$ cat config.mk
export PLATFORM = sky130hd
export DESIGN_NAME = snake_scan_feeder
export DESIGN_NICKNAME = d
export VERILOG_FILES = /design/src/rtl/snake_scan_feeder.sv
export SDC_FILE = /design/constraint.sdc
export NUM_CORES = 1
export LEC_CHECK = 0
export ABC_AREA = 1
export BUFFER_PORTS_ARGS = -buffer_cell sky130_fd_sc_hd__buf_4
export CORE_AREA = 2 2 120 122
export CTS_CLUSTER_DIAMETER = 80
export DETAILED_ROUTE_END_ITERATION = 10
export DIE_AREA = 0 0 122 124
export PLACE_DENSITY_LB_ADDON = 0.15
export SYNTH_ARGS = -nofsm -noshare
export SYNTH_HDL_FRONTEND = slang
export SYNTH_SLANG_ARGS = --single-unit
$ cat constraint.sdc
create_clock -name clk -period 6.45 [get_ports clk]
set_input_delay 0.9675 -clock clk [delete_from_list [all_inputs] [get_ports clk]]
set_output_delay 0.9675 -clock clk [all_outputs]
set_load 0.01 [all_outputs]
$ cat src/rtl/snake_scan_feeder.sv
// Streams a frame out of the frame SRAM in the PE-array snake order.
// A two-entry skid FIFO absorbs the 1-cycle SRAM latency and consumer backpressure.
module snake_scan_feeder #(
  parameter int ROW     = 128,
  parameter int COL     = 128,
  parameter int CH      = 4,
  parameter int PEA_NUM = 32,
  parameter int ADDR_W  = 14
) (
  input  logic                 clk,
  input  logic                 rst,
  input  logic                 start,
  output logic                 mem_rd_en,
  output logic [ADDR_W-1:0]    mem_addr,
  input  logic [CH*8-1:0]      mem_rdata,
  output logic [PEA_NUM*8-1:0] data_out,
  output logic                 data_valid,
  input  logic                 data_ready,
  output logic                 busy,
  output logic                 done
);

  localparam int RW = $clog2(ROW + 1);
  localparam int CW = (COL > 1) ? $clog2(COL) : 1;
  localparam logic [CW-1:0]     COL_LAST = CW'(COL - 1);
  localparam logic [RW-1:0]     ROW_LAST = RW'(ROW - 1);
  localparam logic [ADDR_W-1:0] COL_A    = ADDR_W'(COL);

  typedef enum logic [1:0] {IDLE, PAIR, SNAKE, DRAIN} state_t;

  state_t              state, state_n;
  logic [RW-1:0]       row, row_n;
  logic [CW-1:0]       col, col_n;
  logic [ADDR_W-1:0]   base, base_n;
  logic                rd_pending;
  logic [CH*8-1:0]     fifo_q [2];
  logic                wr_ptr, rd_ptr;
  logic [1:0]          count;
  logic                push, pop, issue, issue_ok;
  logic [2:0]          occ;

  assign push       = rd_pending;
  assign data_valid = (count != 2'd0);
  assign pop        = data_valid && data_ready;
  // Occupancy after this cycle's pop, so a full-rate stream never bubbles.
  assign occ        = {1'b0, count} + {2'b0, rd_pending} - {2'b0, pop};
  assign issue_ok   = (occ < 3'd2);

  assign mem_rd_en  = issue;
  assign mem_addr   = base + ADDR_W'(col);
  assign busy       = (state != IDLE);

  always_comb begin
    data_out           = '0;
    data_out[CH*8-1:0] = fifo_q[rd_ptr];
  end

  always_comb begin
    state_n = state;
    row_n   = row;
    col_n   = col;
    base_n  = base;
    issue   = 1'b0;
    done    = 1'b0;
    case (state)
      IDLE: begin
        if (start) begin
          state_n = PAIR;
          row_n   = '0;
          col_n   = '0;
          base_n  = '0;
        end
      end
      PAIR: begin
        // base toggles between row 0 and row 1 within each column.
        if (issue_ok) begin
          issue = 1'b1;
          if (base == '0) begin
            base_n = COL_A;
          end else if (col == COL_LAST) begin
            base_n  = COL_A + COL_A;
            row_n   = RW'(2);
            col_n   = COL_LAST;
            state_n = (ROW > 2) ? SNAKE : DRAIN;
          end else begin
            base_n = '0;
            col_n  = col + CW'(1);
          end
        end
      end
      SNAKE: begin
        if (issue_ok) begin
          issue = 1'b1;
          if (!row[0]) begin
            if (col == '0) begin
              row_n  = row + RW'(1);
              base_n = base + COL_A;
            end else begin
              col_n = col - CW'(1);
            end
          end else if (col == COL_LAST) begin
            if (row == ROW_LAST) begin
              state_n = DRAIN;
            end else begin
              row_n  = row + RW'(1);
              base_n = base + COL_A;
            end
          end else begin
            col_n = col + CW'(1);
          end
        end
      end
      DRAIN: begin
        if (count == 2'd0 && !rd_pending) begin
          done    = 1'b1;
          state_n = IDLE;
        end
      end
      default: state_n = IDLE;
    endcase
  end

  always_ff @(posedge clk) begin
    if (rst) begin
      state <= IDLE;
      row   <= '0;
      col   <= '0;
      base  <= '0;
    end else begin
      state <= state_n;
      row   <= row_n;
      col   <= col_n;
      base  <= base_n;
    end
  end

  // Read data lands in the FIFO the cycle it returns; reset drops it.
  always_ff @(posedge clk) begin
    if (rst) begin
      rd_pending <= 1'b0;
      wr_ptr     <= 1'b0;
      rd_ptr     <= 1'b0;
      count      <= 2'd0;
      fifo_q[0]  <= '0;
      fifo_q[1]  <= '0;
    end else begin
      rd_pending <= issue;
      if (push) begin
        fifo_q[wr_ptr] <= mem_rdata;
        wr_ptr         <= ~wr_ptr;
      end
      if (pop) rd_ptr <= ~rd_ptr;
      case ({push, pop})
        2'b10:   count <= count + 2'd1;
        2'b01:   count <= count - 2'd1;
        default: count <= count;
      endcase
    end
  end

endmodule

=== Word-level counts from Yosys, hierarchy flattened ===
Memory sizes are Yosys's and may differ from the RTL's. A register that Yosys moved wholly into a read port is not among the register bits.
Index checks and enable logic that the tools add are counted.
Widths: inputs -> output; s select.

* Bits in registers: 36
* RAM bits: 64
* Input port bits: 36
* Output and inout port bits: 274
* Word-level logic and storage cells: 115
* Memories: 1

{| class="wikitable"
|+ Memory list
! memory !! words !! width !! read ports !! clocked after memory_dff !! write ports !! line !! RTL
|-
| fifo_q || 2 || 32 || 1 || 1 || 2 || 36 || <nowiki>logic [CH*8-1:0] fifo_q [2];</nowiki>
|}

* Add/subtract/negate cells: 9
* Magnitude comparators: 1
* Equal/unequal tests: 21
* Mux-type cells: 54
* Bitwise gates (word level): 2
* Reductions and logical operators: 18

{| class="wikitable"
|+ Operator list
! operator !! number
|-
| $mux 14 || 7
|-
| $mux 8 || 9
|-
| $mux 7 || 8
|-
| $pmux 14 s3 || 1
|-
| $mux 32 || 1
|-
| $reduce_or 32->1 || 1
|-
| $pmux 8 s3 || 1
|-
| $pmux 7 s3 || 1
|-
| $mux 2 || 9
|-
| $mux 9 || 2
|-
| $ne 2x2->1 const B || 9
|-
| $reduce_and 9->1 || 2
|-
| $ne 3x3->1 const B || 5
|-
| $add 14x7->14 || 1
|-
| $add 14x8->14 const B || 1
|-
| $logic_not 14->1 || 1
|-
| $reduce_and 7->1 || 2
|-
| $mux 1 || 13
|-
| $add 8x1->8 const B || 1
|-
| $eq 8x7->1 const B || 1
|-
| $pmux 2 s4 || 1
|-
| $add 7x1->7 const B || 1
|-
| $eq 7x7->1 const B || 1
|-
| $logic_not 7->1 || 1
|-
| other kinds (17) || 25
|}

=== Logic depth before layout (Yosys ltp) ===
* Word-level depth: 6
* Depth in mapped cells: 20
* Mapped depth without buffers: 20

=== Least setup slack after synthesis ===
OpenSTA, ideal clock, no wires.

* Kind: in2out
* From: input data_ready
* To: output mem_rd_en
* Arrival time: 2.215 ns
* Setup slack: 3.268 ns
* Stages: 8
* Buffers on the path: 0
* Cell sequence: nand2_1 > nor2_1 > nor2_1 > nor2_1 > inv_1 > fa_1 > nand3_1 > nor2_1

* Cells in the longest elaborated chain, start to end: 5

{| class="wikitable"
|+ RTL lines
! what !! line !! RTL
|-
| start, declared || 18 || <nowiki>input logic data_ready,</nowiki>
|-
| $logic_and 1x1->1 || 44 || <nowiki>assign pop = data_valid && data_ready;</nowiki>
|-
| $sub 3x1->3 || 46 || <nowiki>assign occ = {1'b0, count} + {2'b0, rd_pending} - {2'b0, pop};</nowiki>
|-
| $lt 3x2->1 || 47 || <nowiki>assign issue_ok = (occ < 3'd2);</nowiki>
|-
| $mux 1 || 76, 92 ||
|-
| $mux 1 || n/a ||
|-
| end, declared || 13 || <nowiki>output logic mem_rd_en,</nowiki>
|}

No other way between the ends.

=== Worst setup path after layout ===
* From: register count[1]
* To: output mem_rd_en

* Cells in the longest elaborated chain, start to end: 6
* Elaborated cells on any way between the ends: 7
* Classes of those cells: add/sub: 2; order compare: 1; mux: 2; reduce/logical: 2

{| class="wikitable"
|+ RTL lines
! what !! line !! RTL
|-
| start, declared || 38 || <nowiki>logic [1:0] count;</nowiki>
|-
| start signal, assigned || 154 || <nowiki>2'b10: count <= count + 2'd1;</nowiki>
|-
| start signal, assigned || 155 || <nowiki>2'b01: count <= count - 2'd1;</nowiki>
|-
| start signal, assigned || 156 || <nowiki>default: count <= count;</nowiki>
|-
| branches (longest 2 deep; another with $add 2x1->3) || n/a ||
|-
| $sub 3x1->3 (*) || 46 ||
|-
| $lt 3x2->1 (*) || 47 ||
|-
| $mux 1 (*) || 76, 92 ||
|-
| $mux 1 (*) || n/a ||
|}

Mark *: on every way between the ends.

==> summary.md <==
| Metric | Value |
|---|---|
| Largest net degree at the start of global routing | 35 |
| Layout cell share with drive strength beyond 1 | 18.60% |
| Classification of the worst-slack hold path | flip-flop to flip-flop |
| Worst Setup SP | count[1]$_SDFFE_PP0N_ |
| Wire length of the first global-routing pass | 17950 um |
| Starting density of the core | 47.55% |
| Overflow after GRT | 0 |
| Delay contributed by the slowest stage of the critical path | 500 ps |
| Slew at the pin closest to its max-slew limit | 654.1 ps |
| Clock sinks | 94 |
| CTS tree | yes |
| Signed area change from the synthesized netlist to the final layout | 4.526% |
| Number of unique standard cell types used by synthesis | 36 |
| Quantity of hold-fixing buffers added after cts | 0 |
| Max-Slew Margin vs Limit | 56.35% |
| Die Wd | 122 um |
| Ratio of total power to cell area | 339.0 nW/um2 |
| # IOs | 310 |
| Critical Path Start Type | flip-flop |
| Full die area | 15130 um2 |
| Via count | 4288 |
| Cell class contributing the biggest share of worst-path delay | simple AND/OR/NAND/NOR gates |
| Clk buf depth | 2 |
| Max-cap viol count | 0 |
| Crit share post-route | 55.74% |
| Buffers and inverters on the worst path | 3 |
| Pre-Repair DR Iteration Count | 5 |
| Setup repair after global routing missed its margin | no |
| Final routed wirelength across all metal layers | 12190 um |
| Cell at the root of the clock tree | sky130_fd_sc_hd__clkbuf_16 |
| Flip-flop and latch count after synthesis | 94 |
| Sequential cell area fraction in the yosys report | 38.67% |
| Crit path DAT | 2630 ps |
| Cell depth of the worst flop-to-flop path | 15 |
| Area occupied by multi-input gates | 2756 um2 |
| Class of the most critical setup path | flip-flop to output port |
| Site Rows | 43 |
| Mean area per synthesized cell | 8.506 um2 |
| Detailed placement HPWL | 8957 um |
| Violation count after the first detailed-routing iteration | 261 |
| H-tree depth reported by CTS | 3 |
| Count of instances resized after the clock tree is built | 0 |
| Library cell with the highest instance count after synthesis | sky130_fd_sc_hd__buf_4 |
| Final WS setup | 2855 ps |
| Total Nets Final | 897 |
| Stages on worst setup path | 11 |
| Fin Setup TNS | 0 ps |
| Cells along the critical path | inv_1 > nand2_1 > nand2_1 > nor2_1 > nor2_1 > nor2_1 > inv_1 > fa_1 > nand3_1 > nor2_1 > buf_4 |
| Critical path capture point | mem_rd_en |
| Yosys synthesis warning count | 0 |
| Buffers added on ports | 85 |
| Reg2reg end | col[5]$_SDFFE_PP0P_ |
| Worst Clk Skew | 6.250 ps |
| Synth area leader | sky130_fd_sc_hd__edfxtp_1 |
| Core footprint | 13720 um2 |
| Most numerous cell on the critical path | sky130_fd_sc_hd__nor2_1 |
| DIE HEIGHT | 124 um |
| Timing-limited maximum frequency | 278.1 MHz |
| Cell Area, Synth | 6524 um2 |
| Leading cell types by count after synthesis | sky130_fd_sc_hd__buf_4, sky130_fd_sc_hd__nor2_1, sky130_fd_sc_hd__inv_1 |
| Sequential cell area | 2522 um2 |
| Leading post-synthesis cells by cell area | sky130_fd_sc_hd__edfxtp_1, sky130_fd_sc_hd__buf_4, sky130_fd_sc_hd__dfxtp_1 |
| Max VDD drop | 0.0002572 V |
| Crit path time final | 3595 ps |
| Count of antenna diodes in the layout | 0 |
| CTS Buf Count | 9 |
| Final-report setup violation count | 0 |
| Via count of the first global-routing pass | 3743 |
| Detail Route Antenna Nets | 0 |
| Skew-Pair Late Insertion Delay | 340 ps |
| Leakage power figure | 3.343 nW |
| Type of element capturing the critical path | output port |
| Startpoint of the worst-slack reg-to-reg timing path | count[1]$_SDFFE_PP0N_ |
| Maximum fanout count along the critical path | 4 |
| Routed WL per cell | 11.77 um |
| Number of instances in the synthesized netlist | 767 |
| Fill cell count | 1349 |
| Status | completed |
| Setup repair bufs after CTS | 0 |
| Weighted congestion at the end of routability-driven global placement | 0.8470 |
| Worst EP required | 5480 ps |
| Crit-path slowest cell | sky130_fd_sc_hd__fa_1 |
| Share of flip-flops with an asynchronous set or reset after synthesis | 0% |
| Detailed-route DRC error count | 0 |
| Routed vias/inst | 4.143 |
| Count of flip-flops with a built-in enable after synthesis | 64 |
| Final count of hold timing violations | 0 |
| Dominant register cell in the synthesized netlist | sky130_fd_sc_hd__edfxtp_1 |
| Pins over their slew limit | 0 |
| Worst slack, placed | 2934 ps |
| Clk pin slew, worst setup/hold paths | 70 ps |
| Reg2reg setup slack | 3460 ps |
| Global-route usage over all layers | 15.19% |
| Area share of the largest cell type after synthesis | 29.46% |
| Number of antenna violations at the first check in global routing | 0 |
==> flip-flops by register name, indices dropped and copies added (netlist names), 2 cells and up, named ones only <==
register,count
base,7
state,2
fifo_q,64
row,8
count,2
col,7
==> per-stage QoR <==
stage                     instance area, um2  hold slack (ps)  cells  utilization [%]  total power, W
after floorplan                         7361            425.7    990                -        0.001553
after global placement                  6492            439.4   1019            47.32        0.001724
after detailed placement                6492            460.6   1019            47.32        0.001747
after CTS                               6819            464.0   1035            49.70        0.002334
after global routing                    6819            512.3   1035            49.70        0.002482
final                                   6819            476.9   1035            49.70        0.002311
==> power breakdown <==
part           leakage (nW)  switching [W]  internal, W
Clock                 0.160       0.000231     0.000344
Sequential            0.907      0.0000570     0.000736
Combinational          2.28       0.000599     0.000345
==> area by class of cell <==
cell class	instances	share of cell area [%]
Multi-Input combinational cell	572	40.42
Clock buffer	9	3.303
Clock inverter	7	1.486
Inverter	83	4.587
Tap cell	180	3.303
Timing Repair Buffer	90	9.908
Sequential cell	94	36.99
==> cell usage in the layout (no fill, tap or decap), types with 2 or more instances in the layout <==
master / synthesis / layout
sky130_fd_sc_hd__nand3_2: 2 / 2
sky130_fd_sc_hd__dfxtp_1: 30 / 30
sky130_fd_sc_hd__a21oi_1: 21 / 21
sky130_fd_sc_hd__xnor2_1: 4 / 4
sky130_fd_sc_hd__nor2_2: 3 / 3
sky130_fd_sc_hd__ha_1: 10 / 10
sky130_fd_sc_hd__conb_1: 1 / 224
sky130_fd_sc_hd__o21ai_1: 7 / 7
sky130_fd_sc_hd__nand3_1: 31 / 31
sky130_fd_sc_hd__edfxtp_1: 64 / 64
sky130_fd_sc_hd__o21ai_2: 4 / 4
sky130_fd_sc_hd__nor2_4: 3 / 3
sky130_fd_sc_hd__mux2_2: 32 / 32
sky130_fd_sc_hd__inv_2: 2 / 2
sky130_fd_sc_hd__buf_4: 224 / 90
sky130_fd_sc_hd__nand2_1: 77 / 77
sky130_fd_sc_hd__nand2_2: 4 / 4
sky130_fd_sc_hd__nand4_1: 5 / 5
sky130_fd_sc_hd__xor2_1: 4 / 4
sky130_fd_sc_hd__inv_1: 80 / 80
sky130_fd_sc_hd__bufinv_16: 0 / 2
sky130_fd_sc_hd__clkbuf_16: 0 / 9
sky130_fd_sc_hd__o21ai_0: 19 / 19
sky130_fd_sc_hd__inv_6: 0 / 2
sky130_fd_sc_hd__nor2_1: 111 / 111
sky130_fd_sc_hd__nor3_1: 3 / 3
==> worst min path at each step <==
stage / from / end / slack, ps / depth (start not counted)
final: rd_ptr$_SDFFE_PP0P_ / flip-flop / 480 / 1
after global routing: rd_ptr$_SDFFE_PP0P_ / flip-flop / 510 / 1
after CTS: rd_ptr$_SDFFE_PP0P_ / flip-flop / 460 / 1
after detailed placement: rd_ptr$_SDFFE_PP0P_ / flip-flop / 460 / 1
after global placement: rd_ptr$_SDFFE_PP0P_ / flip-flop / 440 / 1
after floorplan: rd_ptr$_SDFFE_PP0P_ / flip-flop / 430 / 1
==> layer usage <==
layer	track usage [%]	up-vias	routed length [um]
met3	4.304	7	778
met5	0	-	0
met2	25.98	156	6272
met1	19.16	1982	5063
met4	3.305	0	70
li1	-	2143	-
==> kinds of logic (layout without fill, tap and decap cells) <==
logic type      count (synthesis)  count (layout)  synth area share [%]
compound gates                 54              54                 4.488
xor+xnor                        8               8                 1.074
fa+ha+maj                      11              11                 2.225
mux                            32              32                 5.524
flops                          94              94                 38.67
buf+inv                       324             189                 31.91
simple gates                  243             243                 16.05
other cells                     1             224               0.05748
Power figures use the tool's default switching activity.
